--- config.mk ---
export PLATFORM = sky130hd
export DESIGN_NAME = sync_filter
export DESIGN_NICKNAME = d
export VERILOG_FILES = /design/src/rtl/sync_pkg.sv /design/src/rtl/sync_filter_ch.sv /design/src/rtl/sync_filter.sv
export SDC_FILE = /design/constraint.sdc
export NUM_CORES = 1
export LEC_CHECK = 0
export CAP_MARGIN = 20
export CORE_AREA = 2 2 39 41
export CTS_BUF_LIST = sky130_fd_sc_hd__clkbuf_4 sky130_fd_sc_hd__clkbuf_8
export DETAILED_ROUTE_END_ITERATION = 10
export DIE_AREA = 0 0 41 43
export HOLD_SLACK_MARGIN = 0.1
export PLACE_DENSITY = 0.41
export SLEW_MARGIN = 20
export SYNTH_ARGS = -nofsm -noshare
export SYNTH_HDL_FRONTEND = slang
export SYNTH_SLANG_ARGS = --single-unit
--- constraint.sdc ---
create_clock -name clk -period 1.42 [get_ports clk]
set_input_delay 0.142 -clock clk [delete_from_list [all_inputs] [get_ports clk]]
set_output_delay 0.142 -clock clk [all_outputs]
set_load 0.03 [all_outputs]
--- src/rtl/sync_pkg.sv ---
// Shared constants for the sync_filter block: filter modes and legal parameter ranges.
// Latency: n/a (package only).
// Backpressure: n/a (package only).
package sync_pkg;

  // Filter modes
  localparam int SYNC_MODE_PASS     = 0;
  localparam int SYNC_MODE_DEBOUNCE = 1;

  // Legal parameter ranges
  localparam int SYNC_CH_MIN   = 1;
  localparam int SYNC_CH_MAX   = 32;
  localparam int SYNC_DFF_MIN  = 2;
  localparam int SYNC_DFF_MAX  = 4;
  localparam int SYNC_FILT_MIN = 1;
  localparam int SYNC_FILT_MAX = 1024;

  // True when the whole parameter set is inside the supported ranges.
  function automatic bit sync_params_ok(input int ch, input int dff, input int filt,
                                        input int mode);
    return (ch >= SYNC_CH_MIN) && (ch <= SYNC_CH_MAX) &&
           (dff >= SYNC_DFF_MIN) && (dff <= SYNC_DFF_MAX) &&
           (filt >= SYNC_FILT_MIN) && (filt <= SYNC_FILT_MAX) &&
           ((mode == SYNC_MODE_PASS) || (mode == SYNC_MODE_DEBOUNCE));
  endfunction

endpackage

--- src/rtl/sync_filter_ch.sv ---
// One channel: DFF-stage synchronizer, optional debounce filter, rise/fall pulse detect.
// Latency: DFF edges (pass) or DFF+FILT edges (debounce) from din change to dout change.
// Backpressure: none; free-running level path, pulses are single-cycle and unacknowledged.
module sync_filter_ch
  import sync_pkg::*;
#(
  parameter int   DFF  = 2,
  parameter int   FILT = 4,
  parameter int   MODE = 1,
  parameter logic INIT = 1'b0
) (
  input  logic clk,
  input  logic rst,
  input  logic din,
  output logic dout,
  output logic rise,
  output logic fall
);

  logic [DFF-1:0] sync_q;
  logic [DFF-1:0] sync_d;
  logic           s;
  logic           dout_prev_q;

  // New sample enters stage 0, older samples move one stage towards the output.
  assign sync_d = {sync_q[DFF-2:0], din};
  assign s      = sync_q[DFF-1];

  // Synchronizer chain; every stage comes out of reset at the channel's INIT level.
  always_ff @(posedge clk or posedge rst) begin
    if (rst) sync_q <= {DFF{INIT}};
    else     sync_q <= sync_d;
  end

  if (MODE == SYNC_MODE_DEBOUNCE) begin : g_debounce
    localparam int             CW       = $clog2(FILT + 1);
    localparam logic [CW-1:0]  CNT_LAST = CW'(FILT - 1);

    logic [CW-1:0] cnt_q;
    logic [CW-1:0] cnt_d;
    logic          lvl_q;
    logic          lvl_d;

    // Count consecutive mismatch cycles; accept the new level on the FILT-th one.
    // Any matching cycle clears the count, so the counter can never pass FILT-1.
    always_comb begin
      cnt_d = '0;
      lvl_d = lvl_q;
      if (s != lvl_q) begin
        if (cnt_q == CNT_LAST) begin
          lvl_d = s;
        end else begin
          cnt_d = cnt_q + CW'(1);
        end
      end
    end

    // Filter state; reset drops any partially counted transition.
    always_ff @(posedge clk or posedge rst) begin
      if (rst) begin
        cnt_q <= '0;
        lvl_q <= INIT;
      end else begin
        cnt_q <= cnt_d;
        lvl_q <= lvl_d;
      end
    end

    assign dout = lvl_q;
  end else begin : g_pass
    assign dout = s;
  end

  // Delayed copy of dout for edge detection; shares the INIT reset level so
  // the first cycle out of reset cannot produce a pulse.
  always_ff @(posedge clk or posedge rst) begin
    if (rst) dout_prev_q <= INIT;
    else     dout_prev_q <= dout;
  end

  assign rise = dout & ~dout_prev_q;
  assign fall = ~dout & dout_prev_q;

endmodule

--- src/rtl/sync_filter.sv ---
// Multi-channel asynchronous input synchronizer with optional per-channel debounce.
// Latency: DFF edges (MODE pass) or DFF+FILT edges (MODE debounce), per channel.
// Backpressure: none; outputs are levels and single-cycle rise/fall pulses.
module sync_filter
  import sync_pkg::*;
#(
  parameter int            CH   = 1,
  parameter int            DFF  = 2,
  parameter int            FILT = 4,
  parameter int            MODE = 1,
  parameter logic [CH-1:0] INIT = '0
) (
  input  logic          clk,
  input  logic          rst,
  input  logic [CH-1:0] din,
  output logic [CH-1:0] dout,
  output logic [CH-1:0] rise,
  output logic [CH-1:0] fall
);

  // Reject unsupported configurations while elaborating rather than in silicon.
  if (!sync_params_ok(CH, DFF, FILT, MODE)) begin : g_bad_params
    $error("sync_filter: illegal parameters CH=%0d DFF=%0d FILT=%0d MODE=%0d",
           CH, DFF, FILT, MODE);
  end

  // Channels are fully independent copies; nothing crosses between them.
  for (genvar i = 0; i < CH; i++) begin : g_ch
    sync_filter_ch #(
      .DFF  (DFF),
      .FILT (FILT),
      .MODE (MODE),
      .INIT (INIT[i])
    ) u_ch (
      .clk  (clk),
      .rst  (rst),
      .din  (din[i]),
      .dout (dout[i]),
      .rise (rise[i]),
      .fall (fall[i])
    );
  end

endmodule

==> qor.yml <==
ant_nets: 0
pwr-share-seq_pct: 36.4
p_per_area_nw_per_um2: 2120
p_int_uw: 520
final-instance-count-excl-fill: 43
crit_path_end_kind: "output pin"
hold_violations: 0
ys_seq_area_share_pct: 65.4
clock_latency_ns: 0.25
leakagePower_uw: 0.000176
fin_worst_skew_ns: 0.00255
finalCriticalPeriod_ns: 1.28
grt_pass1_vias: 154
gr-usage-all-layers_pct: 6.29
fp.dieW_um: 41
antenna_cells: 0
rr_worst_depth: 3
syn_area_per_cell_um2: 15.8
die_area_um2: 1760
outcome: "completed"
initialDrtViolationCount: 1
arrival_ns: 1.14
tightest_slew_ns: 0.363
fmax_mhz: 782
numClockSinks: 7
synth_mux_area_share_pct: 4.21
cts_setup_buffers: 0
ioPinCount: 6
vias: 146
synth_cells: 17
synth_fa_ha_area_share_pct: 4.67
rows: 14
final_common_cell: "dfrtp_1"
die_y_um: 43
finalSetupViolations: 0
placed_cells: 39
ir_drop_v: 0.000837
slowest_stage: "dlygate4sd2_1"
synth_top_family_by_area: "simple AND/OR/NAND/NOR gates"
cp.required_ns: 1.28
area_growth_pct: 38.3
synth-compound-area-share_pct: 0
post-route-period-util_pct: 90.1
drc: 0
max_cap_violations: 0
synth-simple-area-share_pct: 21.0
cp_cell_sequence: "nor2b_1 > dlygate4sd2_1"
synth_xor_xnor_area_share_pct: 3.27
wl_per_cell_um: 8.30
multi_input_area_um2: 88.8
combinationalPowerShare_pct: 38.8
critPathMaxStageDelay_ns: 0.39
holdWs_ns: 0.116
cp-start-kind: "flop"
sw_frac_of_total_pct: 33.9
htreeDepth: 1
pwr-share-clk_pct: 24.8
nets: 32
finalMaxSlewViolations: 0
first_pass_iters: 2
post-place-ws_ns: 0.106
cts_tree: "yes"
initial_core_util_pct: 19.3
root_buffer: "clkbuf_4"
synth_warnings: 0
synth_area_um2: 268
criticalPathCategory: "flop to output pin"
cts_buffer_depth: 2
grt_pass1_wl_um: 614
worstPathMaxFanout: 4
hp-class: "input port to async pin"
place_congestion: 0.691
overflow: 0
final_cell_mix: "7 x dfrtp_1, 4 x clkbuf_4"
antenna_found_initial: 0
fin_tns_setup_ns: 0
fillers: 149
via_per_inst: 3.40
io_buffers: 5
rsz0062_at_grt: "no"
cts.clk_slew.worst_paths_ns: 0.05
grt_max_degree: 8
fin_ws_ns: 0.141
drive_gt1_share_pct: 37.0
synth-seq-cells: 7
switchingPower_uw: 266
routed_wl_um: 357
slew_headroom_pct: 75.6
regArea_um2: 175
synth_fp_nets: 21
core_um2: 1380
cts_buffers: 3
ys_types: 10
## layout make-up
type                    instances  area share [%]
flip-flops and latches          7            47.3
well taps                      16            5.41
repair buffers                  6            14.2
multi-input cells               9            24.0
clock buffers                   4            8.11
inverters                       1            1.01
## metal layers
| metal | global-route usage [%] | routed length (um) | up-vias |
|---|---|---|---|
| met2 | 7.81 | 155 | 6 |
| li1 | - | - | 74 |
| met3 | 6.28 | 34 | 2 |
| met5 | 0 | 0 | - |
| met4 | 6.00 | 7 | 0 |
| met1 | 5.33 | 160 | 64 |
## cell families after synthesis
group / after synthesis
xor+xnor: 1
fa+ha+maj: 1
mux: 1
buf+inv: 1
simple gates: 6
flops: 7
## power by group through the flow
| stage | logic (uW) | registers (uW) | clock network (uW) |
|---|---|---|---|
| after floorplan | 174 | 320 | 0 |
| after global placement | 329 | 286 | 0 |
| after detailed placement | 327 | 292 | 0 |
| after CTS | 309 | 288 | 202 |
| after global routing | 330 | 292 | 224 |
| final | 305 | 286 | 195 |
## per-stage QoR
step	util, %	power [uW]	area (um^2)
6_report	26.8	786	370
5_1_grt	26.8	846	370
4_1_cts	26.8	799	370
3_5_place_dp	24.8	618	343
3_3_place_gp	24.8	615	343
2_1_floorplan	-	494	268
## flip-flops by register name, indices dropped and copies added, names as in the netlist
signal                      flops
g_ch.u_ch.g_debounce.cnt_q      3
g_ch.u_ch.sync_q                2
g_ch.u_ch.dout_prev_q           1
g_ch.u_ch.dout                  1
## Yosys cell counts
cell type	count	area share (%)
ha_1	1	4.7
inv_1	1	1.4
nor3b_2	1	4.7
nor3_2	1	3.7
nor2b_1	2	4.7
and2b_1	1	2.8
nor2b_4	1	5.1
mux2_2	1	4.2
dfrtp_1	7	65
xnor2_1	1	3.3
## worst paths after layout
| check | from | end | slack (ns) |
|---|---|---|---|
| worst min-delay path | rst | g_ch[0].u_ch.g_debounce.cnt_q[1]$_DFF_PP0_ | 0.12 |
| worst max register to register | g_ch[0].u_ch.g_debounce.cnt_q[0]$_DFF_PP0_ | g_ch[0].u_ch.dout$_DFFE_PP0P_ | 0.26 |
| worst max-delay path | g_ch[0].u_ch.dout$_DFFE_PP0P_ | rise | 0.14 |
| worst min register to register | g_ch[0].u_ch.sync_q[0]$_DFF_PP0_ | g_ch[0].u_ch.sync_q[1]$_DFF_PP0_ | 0.35 |
| max in group asynchronous | rst | g_ch[0].u_ch.g_debounce.cnt_q[0]$_DFF_PP0_ | 1.10 |
| min in group clk | din | g_ch[0].u_ch.sync_q[0]$_DFF_PP0_ | 0.34 |
## critical path: cells and delay by family (launching register included)
kind,cells,cell delay (ns)
DFF,1,0.37
and+or+nand+nor,1,0.13
buffers and inverters,1,0.39
## repair_timing
action | in CTS | in global routing
hold buffers | 0 | 0
gates resized for setup | 2 | 0
setup endpoints to repair | 2 | 0
endpoints found under the hold margin | 0 | 0
No activity file was read; power rests on OpenSTA's default activity.
